[src/rtl/uart_board_frame_decoder.sv]
// Receive-side parser for the Life board UART stream: locks onto ESC [ ; H,
// then turns the 'O'/' ' grid into per-cell write strobes plus frame/error statistics.
module uart_board_frame_decoder #(
    parameter int unsigned logWIDTH  = 4,
    parameter int unsigned logHEIGHT = 4
) (
    input  logic                           clk,
    input  logic                           reset,
    input  logic [7:0]                     in_data,
    input  logic                           in_valid,
    output logic                           in_ready,
    output logic                           cell_we,
    output logic [logWIDTH+logHEIGHT-1:0]  cell_addr,
    output logic                           cell_data,
    output logic                           frame_done,
    output logic [7:0]                     frame_count,
    output logic [logWIDTH+logHEIGHT:0]    frame_pop,
    output logic                           err,
    output logic [7:0]                     err_count,
    output logic                           busy
);

    localparam int unsigned AW = logWIDTH + logHEIGHT;
    localparam int unsigned PW = AW + 1;

    localparam logic [7:0] CH_ESC  = 8'h1B;
    localparam logic [7:0] CH_BRK  = 8'h5B;
    localparam logic [7:0] CH_SEMI = 8'h3B;
    localparam logic [7:0] CH_H    = 8'h48;
    localparam logic [7:0] CH_O    = 8'h4F;
    localparam logic [7:0] CH_SP   = 8'h20;
    localparam logic [7:0] CH_CR   = 8'h0D;
    localparam logic [7:0] CH_LF   = 8'h0A;

    typedef enum logic [2:0] {
        S_HUNT, S_GOT_ESC, S_GOT_BRK, S_GOT_SEMI, S_CELLS, S_EXP_CR, S_EXP_LF
    } state_t;

    state_t                r_state;
    state_t                w_state_nxt;
    logic                  r_in_ready;
    logic                  r_cell_we;
    logic [AW-1:0]         r_cell_addr;
    logic                  r_cell_data;
    logic                  r_frame_done;
    logic [7:0]            r_frame_count;
    logic [PW-1:0]         r_frame_pop;
    logic                  r_err;
    logic [7:0]            r_err_count;
    logic                  r_busy;
    logic [logWIDTH-1:0]   r_col;
    logic [logHEIGHT-1:0]  r_row;
    logic [PW-1:0]         r_pop;

    logic w_acc, w_is_live, w_is_cell;
    logic w_wr, w_last, w_home, w_row_inc, w_bad;

    assign w_acc     = in_valid && r_in_ready;
    assign w_is_live = (in_data == CH_O);
    assign w_is_cell = w_is_live || (in_data == CH_SP);

    // State register
    always_ff @(posedge clk or posedge reset) begin
        if (reset) r_state <= S_HUNT;
        else       r_state <= w_state_nxt;
    end

    // Next-state decode and per-byte control strobes
    always_comb begin
        w_state_nxt = r_state;
        w_wr        = 1'b0;
        w_last      = 1'b0;
        w_home      = 1'b0;
        w_row_inc   = 1'b0;
        w_bad       = 1'b0;
        if (w_acc) begin
            case (r_state)
                S_HUNT:     if (in_data == CH_ESC) w_state_nxt = S_GOT_ESC;
                S_GOT_ESC:  if (in_data == CH_BRK) w_state_nxt = S_GOT_BRK; else w_bad = 1'b1;
                S_GOT_SEMI: if (in_data == CH_H) begin
                                w_home      = 1'b1;
                                w_state_nxt = S_CELLS;
                            end else w_bad = 1'b1;
                S_GOT_BRK:  if (in_data == CH_SEMI) w_state_nxt = S_GOT_SEMI; else w_bad = 1'b1;
                S_CELLS: begin
                    if (w_is_cell) begin
                        w_wr = 1'b1;
                        if (&r_col) begin
                            if (&r_row) begin
                                w_last      = 1'b1;
                                w_state_nxt = S_HUNT;
                            end else begin
                                w_state_nxt = S_EXP_CR;
                            end
                        end
                    end else begin
                        w_bad = 1'b1;
                    end
                end
                S_EXP_CR:   if (in_data == CH_CR) w_state_nxt = S_EXP_LF; else w_bad = 1'b1;
                S_EXP_LF:   if (in_data == CH_LF) begin
                                w_row_inc   = 1'b1;
                                w_state_nxt = S_CELLS;
                            end else w_bad = 1'b1;
                default:    w_state_nxt = S_HUNT;
            endcase
            // An ESC anywhere mid-frame restarts the home sequence
            if (w_bad) w_state_nxt = (in_data == CH_ESC) ? S_GOT_ESC : S_HUNT;
        end
    end

    // Datapath, strobes and statistics
    always_ff @(posedge clk or posedge reset) begin
        if (reset) begin
            r_in_ready    <= 1'b0;
            r_cell_we     <= 1'b0;
            r_cell_addr   <= '0;
            r_cell_data   <= 1'b0;
            r_frame_done  <= 1'b0;
            r_frame_count <= '0;
            r_frame_pop   <= '0;
            r_err         <= 1'b0;
            r_err_count   <= '0;
            r_busy        <= 1'b0;
            r_col         <= '0;
            r_row         <= '0;
            r_pop         <= '0;
        end else begin
            r_in_ready   <= 1'b1;
            r_cell_we    <= w_wr;
            r_frame_done <= w_last;
            r_err        <= w_bad;
            r_busy       <= (w_state_nxt != S_HUNT);
            if (w_home) begin
                r_col <= '0;
                r_row <= '0;
                r_pop <= '0;
            end
            if (w_wr) begin
                r_cell_addr <= {r_row, r_col};
                r_cell_data <= w_is_live;
                r_col       <= r_col + logWIDTH'(1);
                r_pop       <= r_pop + PW'(w_is_live);
            end
            if (w_row_inc) begin
                r_row <= r_row + logHEIGHT'(1);
                r_col <= '0;
            end
            if (w_last) begin
                r_frame_pop   <= r_pop + PW'(w_is_live);
                r_frame_count <= r_frame_count + 8'd1;
            end
            if (w_bad && (r_err_count != 8'hFF)) r_err_count <= r_err_count + 8'd1;
        end
    end

    assign in_ready    = r_in_ready;
    assign cell_we     = r_cell_we;
    assign cell_addr   = r_cell_addr;
    assign cell_data   = r_cell_data;
    assign frame_done  = r_frame_done;
    assign frame_count = r_frame_count;
    assign frame_pop   = r_frame_pop;
    assign err         = r_err;
    assign err_count   = r_err_count;
    assign busy        = r_busy;

endmodule
[config.mk]
export PLATFORM = sky130hd
export DESIGN_NAME = uart_board_frame_decoder
export DESIGN_NICKNAME = d
export VERILOG_FILES = /design/src/rtl/uart_board_frame_decoder.sv
export SDC_FILE = /design/constraint.sdc
export NUM_CORES = 1
export LEC_CHECK = 0
export BUFFER_PORTS_ARGS = -buffer_cell sky130_fd_sc_hd__buf_2
export CAP_MARGIN = 40
export CORE_MARGIN = 10
export CORE_UTILIZATION = 35
export CTS_CLUSTER_DIAMETER = 50
export DETAILED_ROUTE_END_ITERATION = 8
export HOLD_SLACK_MARGIN = 0.08
export SYNTH_ARGS = -nofsm -noshare
export SYNTH_HDL_FRONTEND = slang
export SYNTH_SLANG_ARGS = --single-unit
[constraint.sdc]
create_clock -name clk -period 4.81 [get_ports clk]
set_input_delay 1.2025 -clock clk [delete_from_list [all_inputs] [get_ports clk]]
set_output_delay 1.2025 -clock clk [all_outputs]
set_load 0.02 [all_outputs]
==> flow_summary.json, run 1 <==
{
  "die_h_um": 112.0,
  "p_comb_share_pct": 2.9,
  "clkLatencyLatePin_ns": 0.34,
  "r2r_setup_slack_ns": 2.46,
  "cts.sinks": 59,
  "synthMuxAreaShare_pct": 2.241,
  "start_util_pct": 36.01,
  "min_path_type": "flip-flop to flip-flop",
  "p_clk_share_pct": 51.0,
  "relSlewSlack_pct": 62.97,
  "ys_ff_latch": 59,
  "routed_wl_um": 6575,
  "reg2regPathDepth": 7,
  "cpPeakStageDelay_ns": 0.30,
  "ys_types": 51,
  "htreeDepth": 3,
  "rsz0062_at_grt": "no",
  "grt_pass1_wl_um": 11070,
  "synth_seq_area_share_pct": 49.89,
  "fin_hold_ws_ns": 0.4671,
  "portBuffers": 49,
  "period_share_pct": 60.66,
  "path_buf_inv": 2,
  "synth_compound_area_share_pct": 10.70,
  "placed_cells": 436,
  "io_pins": 50,
  "status": "completed",
  "syn_area_mm2": 0.002959,
  "synth_fp_nets": 312,
  "hold_end": "frame_count[7]$_DFFE_PP0P_",
  "power.density_mw_per_mm2": 307.5,
  "final_cell_count_no_fill": 452,
  "grt-ovfl-total": 0,
  "path_delay_family": "simple AND/OR/NAND/NOR gates",
  "criticalPathCategory": "input port to flip-flop",
  "postCtsSetupBuffers": 0,
  "synthFlopType": "dfrtp_1",
  "crit_cells": 11,
  "place_ws_ns": 1.558,
  "synthSimpleGateAreaFrac_pct": 23.97,
  "switching_share_pct": 20.22,
  "syn_avg_cell_area_um2": 10.03,
  "clk_pin_slew_ns": 0.07,
  "hold_viol": 0,
  "critPathSlowestCell": "and4bb_1",
  "area_delta_synth_final_pct": 19.07,
  "synth-xor-area-share_pct": 7.104,
  "cts_tree": "yes",
  "synth-async-reset-ratio_pct": 100.0,
  "nets": 359,
  "total_leakage_power_nw": 1.877,
  "routabilityCongestion": 0.7892,
  "tns_ns": 0,
  "cts_buffers": 9,
  "first_iter_violations": 59,
  "cts_resized": 0,
  "syn_inst": 295,
  "drv_cap": 0,
  "worst_clock_skew_ns": 0.007853,
  "reg2reg_to": "r_pop[2]$_DFFE_PP0P_",
  "seqPwrFrac_pct": 46.0,
  "crit_chain": "buf_2 -> and4bb_1 -> nand4_2 -> inv_1 -> ha_1 -> ha_1 -> and3_1 -> and3_1 -> nor2_1 -> o21ai_0 -> o21ai_0",
  "vias_per_cell": 5.080,
  "synth_top_family_by_area": "simple AND/OR/NAND/NOR gates",
  "rows": 33,
  "grt_max_degree": 35,
  "die_w_um": 112.0,
  "ant_nets": 0,
  "irDropWorstVdd_uv": 188.5,
  "core_region_area_mm2": 0.008217,
  "yosysWarnings": 0,
  "drc_errors": 0,
  "num_vias": 2296,
  "p_switching_w": 0.0002191,
  "root_buffer": "clkbuf_8",
  "drv_slew": 0,
  "antenna_found_initial": 0,
  "clk_path_buf_depth": 2,
  "finalSetupViolCount": 0,
  "reg2reg_from": "r_state[1]$_DFF_PP0_",
  "drive_gt1_share_pct": 22.48,
  "power_w": 0.001083,
  "cts.hold.buffers_added": 0,
  "synthAdderAreaFrac_pct": 2.537,
  "required_ns": 5.03,
  "whs_path_depth": 1,
  "tightest_slew_ns": 0.5547,
  "antennaDiodeCount": 0,
  "startpoint_type": "input port",
  "cp.arrival_ns": 3.13,
  "path_max_fanout": 9,
  "drt_pass1_iterations": 5,
  "worstHoldStart": "frame_count[7]$_DFFE_PP0P_",
  "setup_ws_ns": 1.892,
  "wl_per_cell_um": 14.55,
  "synth_edf_count": 0,
  "grt_use_total_pct": 10.56,
  "dieArea_mm2": 0.01253,
  "intPower_w": 0.0008643,
  "endpoint_kind": "flip-flop",
  "grt_pass1_vias": 2303,
  "period_needed_ns": 2.918,
  "fmax_mhz": 342.7,
  "dp_hpwl_um": 4792
}
## kinds of logic (layout without fill, tap and decap cells)
group	count (synthesis)	in the layout
simple gates	133	133
flops	59	59
compound gates	48	48
xor+xnor	24	24
buf+inv	18	70
fa+ha+maj	6	6
mux	6	6
other cells	1	1
## synth_stat cells (2+ instances only)
cell / n / share of area [%]
nor4_1: 3 / 0.63
xnor2_1: 11 / 3.3
clkbuf_1: 5 / 0.63
a21oi_1: 9 / 1.5
o211ai_1: 2 / 0.51
nand4_1: 8 / 1.7
and3_1: 12 / 2.5
nand2_1: 51 / 6.5
dfrtp_1: 59 / 50
xor2_1: 13 / 3.8
inv_1: 2 / 0.25
a22o_1: 6 / 1.8
mux2_2: 4 / 1.5
nand3_1: 11 / 1.9
nor2b_1: 3 / 0.63
nor3b_2: 2 / 0.85
ha_1: 6 / 2.5
nor4b_1: 4 / 1.2
buf_6: 3 / 1.1
a31oi_1: 2 / 0.42
nor3_1: 5 / 0.85
buf_2: 6 / 1.0
nor2_1: 21 / 2.7
o311a_1: 2 / 0.68
and4b_1: 2 / 0.68
a211o_1: 2 / 0.59
o21ai_1: 4 / 0.68
o21ai_0: 14 / 2.4
## area by class of cell
cell class	instances	area [um^2]
clock buffers	12	145.1
clock inverters	4	97.59
fillers	805	4693
inverters	3	11.26
multi-input cells	218	1381
flip-flops and latches	59	1476
well taps	105	131.4
repair buffers	51	280.3
## placed cells by master, fill, tap and decap left out, types with 8 or more instances in the layout
cell / count
nand3_1: 11
xnor2_1: 11
o21ai_0: 14
buf_2: 49
dfrtp_1: 59
nor2_1: 21
clkbuf_8: 10
nand4_1: 8
xor2_1: 13
a21oi_1: 9
and3_1: 12
nand2_1: 51
## per-stage QoR
| stage | utilization (%) | area [um^2] |
|---|---|---|
| floorplan | - | 2959 |
| global placement | 39.59 | 3253 |
| global route | 42.88 | 3523 |
| finish | 42.88 | 3523 |
| detailed placement | 39.93 | 3281 |
| CTS | 42.88 | 3523 |
## power groups by stage
stage          combinational [W]  clock [W]  sequential [W]
6_report               0.0000318   0.000553        0.000499
5_1_grt                0.0000360   0.000589        0.000499
4_1_cts                0.0000326   0.000565        0.000499
3_5_place_dp           0.0000326          0        0.000508
3_3_place_gp           0.0000313          0        0.000508
2_1_floorplan          0.0000198          0        0.000509
## sequential cells by signal, indices dropped and copies added, names as in the netlist
signal,count
busy,1
cell_addr,8
cell_data,1
cell_we,1
err,1
err_count,8
frame_count,8
frame_done,1
frame_pop,9
in_ready,1
r_col,4
r_pop,9
r_row,4
r_state,3
## worst max-delay path by stage
| stage | endpoint | from |
|---|---|---|
| 2_1_floorplan | r_pop[8]$_DFFE_PP0P_ | in_data[4] |
| 3_3_place_gp | r_pop[7]$_DFFE_PP0P_ | in_data[4] |
| 3_5_place_dp | r_pop[8]$_DFFE_PP0P_ | in_data[4] |
| 4_1_cts | r_pop[8]$_DFFE_PP0P_ | in_data[4] |
| 5_1_grt | r_pop[8]$_DFFE_PP0P_ | in_data[4] |
| 6_report | r_pop[8]$_DFFE_PP0P_ | in_data[4] |
## metal layers
metal / track usage (%) / share of wire (%) / up-vias
met5: 0 / 0 / -
met4: 2.792 / 0.94 / 0
met3: 5.260 / 6.6 / 8
met2: 17.09 / 47 / 59
met1: 12.14 / 46 / 1097
li1: - / - / 1132
(Power assumes the default switching activity.)
==> run 2: changes to the inputs <==
==> constraint.sdc (replaced) <==
create_clock -name clk -period 2.7 [get_ports clk]
set_input_delay 0.675 -clock clk [delete_from_list [all_inputs] [get_ports clk]]
set_output_delay 0.675 -clock clk [all_outputs]
set_load 0.02 [all_outputs]
==> run 2 against run 1 <==
Against the previous run: combinational power rose by 92%; sequential cell count did not move; sequential power rose by 78%; critical path type is now flip-flop to flip-flop; largest cell class unchanged.
==> flow_summary.json, run 2 (synthesis results as in run 1) <==
{
  "die_h_um": 112.0,
  "relSlewSlack_pct": 60.73,
  "area_delta_synth_final_pct": 18.48,
  "num_vias": 2390,
  "path_delay_family": "compound AO/OA/AOI/OAI gates",
  "place_ws_ns": 0.08633,
  "htreeDepth": 3,
  "startpoint_type": "flip-flop",
  "setup_ws_ns": 0.4286,
  "core_region_area_mm2": 0.008217,
  "first_iter_violations": 103,
  "tightest_slew_ns": 0.5808,
  "grt_max_degree": 29,
  "die_w_um": 112.0,
  "drv_cap": 0,
  "criticalPathCategory": "flip-flop to flip-flop",
  "grt-ovfl-total": 0,
  "min_path_type": "input port to async pin",
  "fmax_mhz": 440.3,
  "start_util_pct": 36.01,
  "period_share_pct": 84.13,
  "dp_hpwl_um": 4891,
  "total_leakage_power_nw": 1.879,
  "power.density_mw_per_mm2": 479.9,
  "clk_path_buf_depth": 2,
  "cts.hold.buffers_added": 0,
  "portBuffers": 49,
  "critPathSlowestCell": "dfrtp_1",
  "antennaDiodeCount": 0,
  "antenna_found_initial": 0,
  "drive_gt1_share_pct": 24.29,
  "root_buffer": "clkbuf_8",
  "rsz0062_at_grt": "no",
  "path_max_fanout": 14,
  "endpoint_kind": "flip-flop",
  "vias_per_cell": 5.207,
  "status": "completed",
  "nets": 366,
  "period_needed_ns": 2.271,
  "crit_chain": "nor4b_2 -> o211ai_1 -> a22oi_1 -> o211a_1 -> nor3_2 -> mux2_1",
  "rows": 33,
  "clk_pin_slew_ns": 0.07,
  "post-route-util_pct": 42.67,
  "required_ns": 2.93,
  "hold_viol": 0,
  "cts_resized": 0,
  "grt_pass1_wl_um": 11380,
  "path_buf_inv": 0,
  "grt_use_total_pct": 10.81,
  "irDropWorstVdd_uv": 252.8,
  "cts.sinks": 59,
  "io_pins": 50,
  "postCtsSetupBuffers": 0,
  "cts_tree": "yes",
  "cts_buffers": 9,
  "grt_pass1_vias": 2399,
  "cp.arrival_ns": 2.50,
  "cpPeakStageDelay_ns": 0.60,
  "worst_clock_skew_ns": 0.007464,
  "finalSetupViolCount": 0,
  "drc_errors": 0,
  "drt_pass1_iterations": 4,
  "routed_wl_um": 6776,
  "wl_per_cell_um": 14.76,
  "dieArea_mm2": 0.01253,
  "tns_ns": 0,
  "drv_slew": 0,
  "ant_nets": 0,
  "most-common-layout-cells": "59 x dfrtp_1, 51 x nand2_1, 49 x buf_2, 21 x nor2_1, 14 x o21ai_0",
  "routabilityCongestion": 0.8209,
  "final_common_cell": "dfrtp_1",
  "clkLatencyLatePin_ns": 0.34
}
[run 2: cell count changes in the layout (fill, tap and decap cells not counted)]
| cell | delta |
|---|---|
| clkinvlp_4 | +1 |
| bufinv_16 | -3 |
| clkinv_2 | +2 |
| clkbuf_1 | -1 |
| buf_16 | -1 |
| clkbuf_8 | +1 |
| buf_12 | +1 |
| buf_4 | +7 |
[run 2: report_power, final]
part	internal [W]	switching (W)
clock network	0.000380	0.000353
registers	0.000886	0.00000255
logic	0.0000187	0.0000425
[run 2: through the flow]
stage	cell area (um^2)	total power, W	hold slack [ns]	cells
floorplan	2959	0.0009420	0.4711	295
global route	3506	0.001757	0.2731	459
global placement	3326	0.0009664	0.4529	443
finish	3506	0.001682	0.2653	459
CTS	3506	0.001712	0.2668	459
detailed placement	3326	0.0009675	0.4581	443
[run 2: final cells by class]
cell class / instances / area (um^2)
inverter: 3 / 11.26
timing repair buffer: 58 / 325.3
clock inverter: 4 / 25.02
multi-input combinational: 218 / 1381
sequential: 59 / 1476
clock buffer: 12 / 155.1
fill: 833 / 4711
tap: 105 / 131.4
[run 2: worst register-to-register path: stages (launching register included)]
cell	delay (ns)
dfrtp_1	0.60
nor4b_2	0.35
o211ai_1	0.15
a22oi_1	0.28
o211a_1	0.36
nor3_2	0.10
mux2_1	0.32
[run 2: metal layers]
| metal | track usage (%) | vias up | wire [um] |
|---|---|---|---|
| met5 | 0 | - | 0 |
| li1 | - | 1158 | - |
| met3 | 4.938 | 16 | 473 |
| met4 | 3.892 | 0 | 114 |
| met1 | 13.10 | 1163 | 3120 |
| met2 | 16.51 | 53 | 3068 |
[run 2: path summary, 6_finish.rpt]
check	cells past startpoint	to	start	slack, ns
worst max register to register	6	err_count[1]$_DFFE_PP0P_	r_state[1]$_DFF_PP0_	0.43
min in group clk	2	cell_addr[0]$_DFFE_PP0P_	cell_addr[0]$_DFFE_PP0P_	0.47
worst min register to register	2	cell_addr[0]$_DFFE_PP0P_	cell_addr[0]$_DFFE_PP0P_	0.47
max in group asynchronous	3	r_state[0]$_DFF_PP0_	reset	1.86
worst min-delay path	2	frame_count[7]$_DFFE_PP0P_	reset	0.27
worst max-delay path	6	err_count[1]$_DFFE_PP0P_	r_state[1]$_DFF_PP0_	0.43
